[src/rtl/ceyloniac_loader_pkg.sv]
// Shared types for the program loader: FSM encoding and byte-index width.
// LOADER_CHECKSUM_EN adds the trailing checksum state.
package ceyloniac_loader_pkg;

  localparam int BYTE_IDX_W = 2;

  typedef enum logic [2:0] {
    S_IDLE    = 3'd0,
    S_LEN_LO  = 3'd1,
    S_LEN_HI  = 3'd2,
    S_COLLECT = 3'd3,
    S_WRITE   = 3'd4,
`ifdef LOADER_CHECKSUM_EN
    S_CHECK   = 3'd5,
`endif
    S_DONE    = 3'd6
  } state_t;

endpackage

[src/rtl/ceyloniac_byte_packer.sv]
// Little-endian 4-byte assembler; word_full flags the byte
// that completes the current word.
module ceyloniac_byte_packer
  import ceyloniac_loader_pkg::*;
(
  input  logic        clk,
  input  logic        rst_n,
  input  logic        clear,
  input  logic        shift,
  input  logic [7:0]  byte_in,
  output logic [31:0] word,
  output logic        word_full
);

  logic [BYTE_IDX_W-1:0] idx;

  assign word_full = shift && (idx == 2'd3);

  always_ff @(posedge clk or negedge rst_n) begin
    if (!rst_n) begin
      idx  <= '0;
      word <= '0;
    end else if (clear) begin
      idx  <= '0;
      word <= '0;
    end else if (shift) begin
      word[{idx, 3'b000} +: 8] <= byte_in;
      idx <= idx + 2'd1;
    end
  end

endmodule

[src/rtl/ceyloniac_program_loader.sv]
// Byte-stream program loader driving the RAM controller external port.
// Define LOADER_CHECKSUM_EN to require a trailing XOR checksum byte.
module ceyloniac_program_loader
  import ceyloniac_loader_pkg::*;
#(
  parameter int ADDR_WIDTH = 16,
  parameter int DATA_WIDTH = 32,
  parameter logic [ADDR_WIDTH-1:0] BASE_ADDR = '0
) (
  input  logic                  clk,
  input  logic                  rst_n,
  input  logic                  load_start,
  input  logic                  byte_valid,
  input  logic [7:0]            byte_data,
  output logic                  byte_ready,
  output logic                  ram_external_control_enable,
  output logic                  external_ram_enable,
  output logic                  external_ram_write_enable,
  output logic                  external_ram_read_enable,
  output logic [ADDR_WIDTH-1:0] external_ram_addr,
  output logic [DATA_WIDTH-1:0] external_ram_write_data,
  output logic                  loader_busy,
  output logic                  load_done,
  output logic                  load_error
);

`ifdef LOADER_CHECKSUM_EN
  localparam state_t S_FIN = S_CHECK;
`else
  localparam state_t S_FIN = S_DONE;
`endif

  state_t state, state_n;
  logic [7:0]            len_lo;
  logic [15:0]           len;
  logic [15:0]           cnt;
  logic [15:0]           cnt_inc;
  logic [ADDR_WIDTH-1:0] addr;
  logic [31:0]           word;
  logic                  word_full;
  logic                  xfer;
  logic                  accept;

  assign xfer    = byte_valid && byte_ready;
  assign accept  = (state == S_IDLE) && load_start;
  assign cnt_inc = cnt + 16'd1;

  always_comb begin
    byte_ready = 1'b0;
    unique case (state)
      S_LEN_LO, S_LEN_HI, S_COLLECT: byte_ready = 1'b1;
`ifdef LOADER_CHECKSUM_EN
      S_CHECK: byte_ready = 1'b1;
`endif
      default: byte_ready = 1'b0;
    endcase
  end

  assign loader_busy                 = (state != S_IDLE);
  assign ram_external_control_enable = (state != S_IDLE);
  assign external_ram_enable         = (state != S_IDLE);
  assign external_ram_write_enable   = (state == S_WRITE);
  assign external_ram_read_enable    = 1'b0;
  assign load_done                   = (state == S_DONE);
  assign external_ram_addr           = addr;
  assign external_ram_write_data     = word;

  ceyloniac_byte_packer u_packer (
    .clk       (clk),
    .rst_n     (rst_n),
    .clear     (accept),
    .shift     ((state == S_COLLECT) && xfer),
    .byte_in   (byte_data),
    .word      (word),
    .word_full (word_full)
  );

  always_comb begin
    state_n = state;
    unique case (state)
      S_IDLE:    if (load_start) state_n = S_LEN_LO;
      S_LEN_LO:  if (xfer) state_n = S_LEN_HI;
      S_LEN_HI:
        if (xfer)
          state_n = ({byte_data, len_lo} == 16'd0) ? S_FIN : S_COLLECT;
      S_COLLECT: if (word_full) state_n = S_WRITE;
      S_WRITE:   state_n = (cnt_inc == len) ? S_FIN : S_COLLECT;
`ifdef LOADER_CHECKSUM_EN
      S_CHECK:   if (xfer) state_n = S_DONE;
`endif
      S_DONE:    state_n = S_IDLE;
      default:   state_n = S_IDLE;
    endcase
  end

  always_ff @(posedge clk or negedge rst_n) begin
    if (!rst_n) state <= S_IDLE;
    else        state <= state_n;
  end

  always_ff @(posedge clk or negedge rst_n) begin
    if (!rst_n) begin
      len_lo <= '0;
      len    <= '0;
      cnt    <= '0;
      addr   <= '0;
    end else begin
      if (accept) begin
        cnt  <= '0;
        addr <= BASE_ADDR;
      end
      if (state == S_LEN_LO && xfer) len_lo <= byte_data;
      if (state == S_LEN_HI && xfer) len <= {byte_data, len_lo};
      if (state == S_WRITE) begin
        cnt  <= cnt_inc;
        addr <= addr + ADDR_WIDTH'(1);
      end
    end
  end

`ifdef LOADER_CHECKSUM_EN
  logic [7:0] csum;
  logic       err;

  // Length bytes are excluded; only data bytes fold into the sum.
  always_ff @(posedge clk or negedge rst_n) begin
    if (!rst_n) begin
      csum <= '0;
      err  <= 1'b0;
    end else if (accept) begin
      csum <= '0;
      err  <= 1'b0;
    end else begin
      if (state == S_COLLECT && xfer) csum <= csum ^ byte_data;
      if (state == S_CHECK && xfer) err <= (byte_data != csum);
    end
  end

  assign load_error = err;
`else
  assign load_error = 1'b0;
`endif

endmodule

[config.mk]
export PLATFORM = sky130hd
export DESIGN_NAME = ceyloniac_program_loader
export DESIGN_NICKNAME = d
export VERILOG_FILES = /design/src/rtl/ceyloniac_loader_pkg.sv /design/src/rtl/ceyloniac_byte_packer.sv /design/src/rtl/ceyloniac_program_loader.sv
export SDC_FILE = /design/constraint.sdc
export NUM_CORES = 1
export LEC_CHECK = 0
export ABC_AREA = 1
export CAP_MARGIN = 20
export CORE_UTILIZATION = 45
export DETAILED_ROUTE_END_ITERATION = 10
export GPL_TIMING_DRIVEN = 0
export HOLD_SLACK_MARGIN = 0.15
export PLACE_DENSITY = 0.68
export SYNTH_ARGS = -nofsm -noshare
export SYNTH_HDL_FRONTEND = slang
export SYNTH_SLANG_ARGS = --single-unit
[constraint.sdc]
create_clock -name clk -period 4.9 [get_ports clk]
set_input_delay 0.98 -clock clk [delete_from_list [all_inputs] [get_ports clk]]
set_output_delay 0.98 -clock clk [all_outputs]
set_load 0.1 [all_outputs]
==> results of run 1 <==
## stage by stage
stage               instances  hold slack [ps]  setup slack [ps]  util, %  area, sq um
floorplan                 575              466              1360        -         4800
global placement          776              456              -645     54.4         5620
detailed placement        777              468              1650     54.6         5640
CTS                       793              480              1230     56.5         5830
global route              793              522              1130     56.5         5830
finish                    793              475              1260     56.5         5830
## where the power goes
part / switching [mW] / internal, mW / total, mW / leakage (nW)
Combinational: 1.40 / 0.483 / 1.88 / 1.27
Sequential: 0.157 / 0.962 / 1.12 / 1.23
Clock: 0.283 / 0.217 / 0.500 / 0.100
Total: 1.84 / 1.66 / 3.50 / 2.60
## worst register-to-register path, stage by stage, from the launching register on
cell and delay (ps):
dfrtp_1 440, clkinv_1 340, ha_1 410, inv_1 160, clkbuf_1 390, nand2_1 140, o32ai_1 310
## layer usage
metal,wire length (microns),vias to the layer above
met3,612,15
met2,5520,103
met4,163,0
met1,5300,1933
li1,-,2055
met5,0,-
## flip-flops by register name, indices dropped and copies added (netlist names)
register,count
cnt,16
u_packer.idx,2
state,3
external_ram_addr,16
len,16
u_packer.word,32
len_lo,8
## worst min-delay path by stage
stage / from / endpoint / slack, ps / depth (start not counted)
2_1_floorplan: len[8] / len[8] / 470 / 2
3_3_place_gp: external_ram_addr[15] / external_ram_addr[15] / 460 / 1
3_5_place_dp: u_packer.word[6] / u_packer.word[6] / 470 / 2
4_1_cts: external_ram_addr[15] / external_ram_addr[15] / 480 / 1
5_1_grt: u_packer.word[0] / u_packer.word[0] / 520 / 2
6_report: external_ram_addr[15] / external_ram_addr[15] / 470 / 1
## cells by family after synthesis
logic type | after synthesis | synth area share (%)
AND/OR/NAND/NOR | 253 | 24.6
flip-flops | 93 | 48.6
multiplexers | 5 | 1.15
adder cells (fa/ha/maj) | 7 | 1.83
XOR/XNOR | 6 | 1.38
other | 1 | 0.0783
AO/OA/AOI/OAI | 106 | 13.7
buffers and inverters | 103 | 8.72
## layout by cell type, fill, tap and decap left out, types with 3 or more instances in the layout
cell type,netlist,final
nand4_1,19,19
clkbuf_8,0,11
xor2_1,5,5
nand2_1,128,128
nand2_2,6,6
clkbuf_1,6,6
nor3_1,6,6
nand3_1,31,31
buf_4,4,5
buf_2,5,5
o21ai_0,34,34
nor2_4,5,5
o22ai_1,21,21
o21ai_1,3,3
o31ai_1,9,9
nand3b_1,4,4
inv_2,7,7
ha_1,7,7
clkdlybuf4s50_1,0,64
a21oi_1,22,22
nor2_2,7,7
o32ai_1,8,8
nor2_1,38,38
mux2_2,4,4
nor4_1,4,4
inv_1,78,78
dfrtp_1,93,93
## area by class of cell
type / instances / area, sq um
Fill cell: 918 / 4490
Sequential cell: 93 / 2330
Multi-Input combinational cell: 379 / 2050
Timing Repair Buffer: 66 / 676
Inverter: 87 / 329
Tap cell: 136 / 170
Clock buffer: 11 / 151
Buffer: 16 / 88.8
Clock inverter: 5 / 40.0
==> flow_metrics.tcl, run 1 <==
set metrics [dict create \
    outcome "completed" \
    reg2reg_to "u_packer.word[29]" \
    insertion_delay_ps 370 \
    wire_per_inst_microns 14.6 \
    clk_path_buf_depth 2 \
    tns_ps 0 \
    cts_resized 0 \
    ff2ff_setup_slack_ps 2600 \
    synth_common_cells "nand2_1, dfrtp_1, inv_1" \
    num_vias 4106 \
    synth_area_leaders "dfrtp_1, nand2_1, inv_1, o21ai_0, nand3_1" \
    cp_top_family "buffers and inverters" \
    synth_top_area_share_pct 48.6 \
    cts_sinks 93 \
    gp_congestion 0.827 \
    synth-edff-count 0 \
    top_usage_layer "met2" \
    core_area_sq_um 10300 \
    route.detailed.drc 0 \
    max_freq_mhz 275 \
    min_path_type "flip-flop to flip-flop" \
    track_usage_pct 22.7 \
    power.density_nw_per_um2 600 \
    first_iter_violations 190 \
    syn_to_final_growth_pct 21.7 \
    slowest_stage "clkdlybuf4s50_1" \
    max_stage_delay_ps 1170 \
    syn_avg_cell_area_sq_um 8.35 \
    grt_overflow 0 \
    critical_path_class "flip-flop to output pin" \
    cts_setup_buffers 0 \
    ys_types 43 \
    h-tree-depth 3 \
    ys_warn_count 0 \
    cap_violations 0 \
    drt_wl_total_microns 11600 \
    ff2ff_path_depth 6 \
    rsz0062_at_grt "no" \
    via_per_inst 5.18 \
    fp.dieH_microns 105 \
    startpoint "state[0]" \
    setup_viol 0 \
    synthCells 574 \
    grt_max_degree 63 \
    antenna_found_initial 0 \
    synth_area_sq_um 4790 \
    clk_pin_slew_ps 90 \
    grt_pass1_wl_microns 19700 \
    ir_worst_vdd_mv 0.510 \
    worst_slew_pin_slew_ps 987 \
    slew_viol_final 0 \
    synthArstFlopShare_pct 100 \
    r2r_start "u_packer.idx[0]" \
    crit_required_ps 3920 \
    met1_usage_pct 29.2 \
    worst-path-buf-inv 3 \
    worst_setup_path_end_kind "output pin" \
    path_max_fanout 10 \
    fin_nets 671 \
    antenna_cells 0 \
    floorplan.rows 37 \
    ys.flop_type "dfrtp_1" \
    initial_core_util_pct 46.4 \
    grtUsageMet2_pct 37.0 \
    yosys.area.top_type "dfrtp_1" \
    io_pins 68 \
    dpl.hpwl_microns 8460 \
    start_kind "flip-flop" \
    worst_clock_skew_ps 10.4 \
    p_total_mw 3.50 \
    cts_tree "yes" \
    postCtsHoldBufs 0 \
    finalHoldViolCount 0 \
    worst-path-stages 5 \
    critPathCapture "external_ram_write_enable" \
    die_w_microns 105 \
    final_layout_size_suffix_gt1_share_pct 10.4 \
    finalCritPeriodShare_pct 74.2 \
    die_area_sq_um 11100 \
    portBuffers 65 \
    leakagePower_nw 2.60 \
    finalCriticalPeriod_ps 3640 \
    synth_seq_cells 93 \
    yosys.cell_count.top_type "nand2_1" \
    ant_nets 0 \
    grt_pass1_vias 4048 \
    cts_root_buf "clkbuf_8" \
    yosysSeqAreaShare_pct 48.6 \
    dr.pass1.iters 5 \
    cp_data_arrival_time_ps 2660 \
    cts_made_buffers 9 \
    relSlewSlack_pct 34.0 \
    grt_use_met3_pct 5.43 \
    crit_chain "nor2_4 -> nand2_1 -> inv_2 -> buf_2 -> clkdlybuf4s50_1" \
]
No activity file was read; power rests on OpenSTA's default activity.
==> run 2: changes to the inputs <==
--- a/config.mk
+++ b/config.mk
@@ -11,7 +11,7 @@
 export DETAILED_ROUTE_END_ITERATION = 10
 export GPL_TIMING_DRIVEN = 0
 export HOLD_SLACK_MARGIN = 0.15
-export PLACE_DENSITY = 0.68
+export PLACE_DENSITY = 0.7
 export SYNTH_ARGS = -nofsm -noshare
 export SYNTH_HDL_FRONTEND = slang
 export SYNTH_SLANG_ARGS = --single-unit
==> constraint.sdc (replaced) <==
create_clock -name clk -period 3.05 [get_ports clk]
set_input_delay 0.61 -clock clk [delete_from_list [all_inputs] [get_ports clk]]
set_output_delay 0.61 -clock clk [all_outputs]
set_load 0.1 [all_outputs]
==> run 2 against run 1 <==
Effect of this change: register-to-register slack got worse by 1800 ps; total power grew 66%; sequential share of layout area shrank 0.39 points; setup slack got worse by 1200 ps; utilization rose by 0.56 points; critical path type unchanged; largest cell class unchanged; largest power group unchanged.
==> flow_metrics.tcl, run 2 (synthesized netlist as in run 1, its figures left out) <==
set metrics [dict create \
    outcome "completed" \
    fin_util_pct 57.1 \
    core_area_sq_um 10300 \
    gp_congestion 0.872 \
    critical_path_class "flip-flop to output pin" \
    fp.dieH_microns 105 \
    fill_cells 912 \
    internal_power_mw 2.80 \
    seqPwrFrac_pct 31.0 \
    finalWorstSetupSlack_ps 103 \
    portBuffers 65 \
    cts_tree "yes" \
    path_max_fanout 6 \
    grt_max_degree 68 \
    num_vias 4114 \
    finalCriticalPeriod_ps 2950 \
    largest_register_ffs 32 \
    min_path_cells 1 \
    insertion_delay_ps 380 \
    via_per_inst 5.18 \
    antenna_cells 0 \
    initial_core_util_pct 46.4 \
    swShare_pct 51.7 \
    final_cell_mix "nand2_1, dfrtp_1, inv_1" \
    h-tree-depth 3 \
    leakagePower_nw 2.62 \
    fin_nets 672 \
    wire_per_inst_microns 14.4 \
    ir_worst_vdd_mv 0.762 \
    relSlewSlack_pct 31.7 \
    dr.pass1.iters 4 \
    max_freq_mhz 339 \
    antenna_found_initial 0 \
    grt_pass1_vias 4010 \
    io_pins 68 \
    syn_to_final_growth_pct 22.9 \
    final_layout_size_suffix_gt1_share_pct 10.6 \
    switchingPower_mw 3.00 \
    rsz0062_at_grt "no" \
    cts_root_buf "clkbuf_8" \
    crit_required_ps 2440 \
    route.detailed.drc 0 \
    clockPowerShare_pct 16.9 \
    cts_made_buffers 9 \
    finalHoldViolCount 0 \
    place_area_sq_um 5650 \
    dpl.hpwl_microns 8390 \
    first_iter_violations 216 \
    r2r_start "u_packer.idx[0]" \
    ff2ff_path_depth 6 \
    multi_input_area_sq_um 2060 \
    cts_sinks 93 \
    grt_pass1_wl_microns 19100 \
    floorplan.rows 37 \
    cp_data_arrival_time_ps 2340 \
    slew_viol_final 0 \
    post-route-cell-area_sq_um 5890 \
    cap_violations 0 \
    clk_path_buf_depth 2 \
    top_register "u_packer.word" \
    comb_power_share_pct 52.2 \
    setup_viol 0 \
    worst_clock_skew_ps 12.5 \
    min_path_type "flip-flop to flip-flop" \
    track_usage_pct 21.9 \
    ff2ff_setup_slack_ps 840 \
    power.density_nw_per_um2 985 \
    pre_cts_ws_ps 141 \
    final_common_cell "nand2_1" \
    finalCritPeriodShare_pct 96.6 \
    seqCellArea_sq_um 2330 \
    ant_nets 0 \
    p_total_mw 5.80 \
    worst_slew_pin_slew_ps 1020 \
    die_w_microns 105 \
    grt_overflow 0 \
    die_area_sq_um 11100 \
    clk_pin_slew_ps 90 \
    min_from "external_ram_addr[15]" \
    drt_wl_total_microns 11400 \
    startpoint "state[0]" \
    start_kind "flip-flop" \
    worst_setup_path_end_kind "output pin" \
]
[run 2: per-layer routing]
metal  up-vias  share of wire (%)  GRT usage, %
li1       2061                  -             -
met1      1925                 45          27.8
met2       110                 48          35.9
met3        18                5.6          5.68
met4         0                1.9          7.55
met5         -                  0             0
[run 2: path summary, 6_finish.rpt]
| kind | to |
|---|---|
| hold reg to reg | external_ram_addr[15] |
| hold / removal | external_ram_addr[15] |
| setup / recovery | ram_external_control_enable |
| setup reg to reg | u_packer.word[26] |
| max in group asynchronous | len[7] |
| min in group asynchronous | cnt[14] |
[run 2: final cells by class]
class	instances	share of cell area, %
plain buffers	16	1.51
inverters	87	5.59
repair buffers	67	11.6
clock inverters	7	1.95
multi-input cells	379	34.9
clock buffers	9	2.10
well taps	136	2.89
flip-flops and latches	93	39.5
[run 2: what timing repair did]
item                                   CTS  global route
gates resized for setup                  1             2
setup endpoints to repair                1             1
endpoints found under the hold margin    3             0
hold buffers                             1             0
buffers inserted                         0             0
pin swaps                                0             0
[run 2: power by group through the flow]
stage	clock network [mW]	registers (mW)	logic, mW
finish	0.978	1.80	3.03
global route	1.05	1.84	3.25
CTS	0.995	1.80	3.03
detailed placement	0	1.82	3.03
global placement	0	1.81	2.97
floorplan	0	2.61	1.49
[run 2: metrics by stage]
| step | cells | setup TNS [ps] | hold WS (ps) |
|---|---|---|---|
| floorplan | 575 | 0 | 314 |
| global placement | 776 | -197070 | 458 |
| detailed placement | 777 | 0 | 468 |
| CTS | 794 | 0 | 482 |
| global route | 794 | 0 | 517 |
| finish | 794 | 0 | 479 |
[run 2: critical path, cell delays in order (launching register included)]
cell and delay [ps]:
dfrtp_1 520, nor2_4 90, nand2_2 120, buf_4 120, clkdlybuf4s50_1 1120
==> run 3: changes to the inputs <==
--- a/config.mk
+++ b/config.mk
@@ -12,6 +12,7 @@
 export GPL_TIMING_DRIVEN = 0
 export HOLD_SLACK_MARGIN = 0.15
 export PLACE_DENSITY = 0.7
+export SKIP_CTS_REPAIR_TIMING = 1
 export SYNTH_ARGS = -nofsm -noshare
 export SYNTH_HDL_FRONTEND = slang
 export SYNTH_SLANG_ARGS = --single-unit
==> run 3 against run 2 <==
Effect of this change: design area barely moved; largest cell class unchanged; largest power group unchanged; sequential power about the same; die area did not move; sequential share of layout area about the same.
==> flow_metrics.tcl, run 3 (synthesized netlist as in run 1, its figures left out) <==
set metrics [dict create \
    cp_data_arrival_time_ps 2340 \
    relSlewSlack_pct 31.7 \
    wire_per_inst_microns 14.4 \
    path_max_fanout 6 \
    clk_path_buf_depth 2 \
    core_area_sq_um 10300 \
    crit_required_ps 2440 \
    initial_core_util_pct 46.4 \
    io_pins 68 \
    start_kind "flip-flop" \
    drt_wl_total_microns 11400 \
    cts_tree "yes" \
    route.detailed.drc 0 \
    finalHoldViolCount 0 \
    gp_congestion 0.872 \
    clk_pin_slew_ps 100 \
    grt_overflow 0 \
    cap_violations 0 \
    swShare_pct 51.7 \
    final_common_cell "nand2_1" \
    final_cell_mix "nand2_1, dfrtp_1, inv_1" \
    num_vias 4120 \
    worst_clock_skew_ps 12.4 \
    p_total_mw 5.80 \
    fill_cells 912 \
    dr.pass1.iters 4 \
    dpl.cell_count 777 \
    outcome "completed" \
    internal_power_mw 2.80 \
    final_layout_size_suffix_gt1_share_pct 10.5 \
    cts_made_buffers 9 \
    ant_nets 0 \
    via_per_inst 5.20 \
    dpl.hpwl_microns 8390 \
    finalCritPeriodShare_pct 96.6 \
    largest_register_ffs 32 \
    setup_viol 0 \
    comb_power_share_pct 52.2 \
    critical_path_class "flip-flop to output pin" \
    insertion_delay_ps 380 \
    antenna_cells 0 \
    grt_max_degree 68 \
    syn_to_final_growth_pct 22.9 \
    power.density_nw_per_um2 986 \
    fp.dieH_microns 105 \
    rsz0062_at_grt "no" \
    grt_pass1_wl_microns 19100 \
    ir_worst_vdd_mv 0.761 \
    seqPwrFrac_pct 31.0 \
    top_register "u_packer.word" \
    slew_viol_final 0 \
    h-tree-depth 3 \
    final_cells 793 \
    holdWs_ps 139 \
    die_w_microns 105 \
    fin_nets 671 \
    floorplan.rows 37 \
    leakagePower_nw 2.64 \
    track_usage_pct 21.8 \
    finalCriticalPeriod_ps 2950 \
    antenna_found_initial 0 \
    clockPowerShare_pct 16.8 \
    min_path_type "primary input to asynchronous set/reset pin" \
    cts_root_buf "clkbuf_8" \
    worst_setup_path_end_kind "output pin" \
    ff2ff_setup_slack_ps 840 \
    grt_pass1_vias 4007 \
    cts_sinks 93 \
    max_freq_mhz 339 \
    worst_slew_pin_slew_ps 1020 \
    die_area_sq_um 11100 \
    portBuffers 65 \
    first_iter_violations 214 \
    switchingPower_mw 3.00 \
]
run 3: cell count changes in the layout (fill, tap and decap cells not counted):
cell	delta
clkbuf_2	-1
dlygate4sd3_1	-1
dlymetal6s2s_1	+1
run 3: power by group through the flow:
| stage | Combinational, mW | Clock [mW] | Sequential (mW) |
|---|---|---|---|
| finish | 3.03 | 0.977 | 1.80 |
| global route | 3.25 | 1.05 | 1.84 |
| CTS | 3.03 | 0.995 | 1.80 |
| detailed placement | 3.03 | 0 | 1.82 |
| global placement | 2.97 | 0 | 1.81 |
| floorplan | 1.49 | 0 | 2.61 |
run 3: final timing paths:
path | start | endpoint | depth (start not counted)
setup / recovery | state[0] | ram_external_control_enable | 4
hold / removal | rst_n | cnt[14] | 1
setup reg to reg | u_packer.idx[0] | u_packer.word[26] | 6
hold reg to reg | external_ram_addr[15] | external_ram_addr[15] | 1
max in group asynchronous | rst_n | len[7] | 2
min in group clk | external_ram_addr[15] | external_ram_addr[15] | 1
run 3: routing by layer:
| layer | global-route usage (%) | wire length, microns | share of wire, % |
|---|---|---|---|
| met5 | 0 | 0 | 0 |
| met4 | 7.55 | 218 | 1.9 |
| met3 | 5.61 | 633 | 5.5 |
| met2 | 35.9 | 5440 | 48 |
| met1 | 27.8 | 5140 | 45 |
run 3: stage by stage:
stage	setup WS [ps]	utilization [%]	TNS, ps	cell area (sq um)
2_1_floorplan	507	-	0	4800
3_3_place_gp	-2120	54.5	-197070	5620
3_5_place_dp	141	54.7	0	5650
4_1_cts	-284	57.0	-284	5890
5_1_grt	14.7	57.0	0	5890
6_report	104	57.0	0	5890
run 3: layout make-up:
| class | count | area (sq um) | share of cell area [%] |
|---|---|---|---|
| Timing Repair Buffer | 66 | 678 | 11.5 |
| Clock buffer | 9 | 124 | 2.10 |
| Multi-Input combinational cell | 379 | 2060 | 34.9 |
| Inverter | 87 | 329 | 5.59 |
| Buffer | 16 | 88.8 | 1.51 |
| Clock inverter | 7 | 115 | 1.95 |
| Tap cell | 136 | 170 | 2.89 |
| Sequential cell | 93 | 2330 | 39.5 |
run 3: critical path: stages, from the launching register on:
cell,delay [ps]
dfrtp_1,520
nor2_4,90
nand2_2,120
buf_4,120
clkdlybuf4s50_1,1120
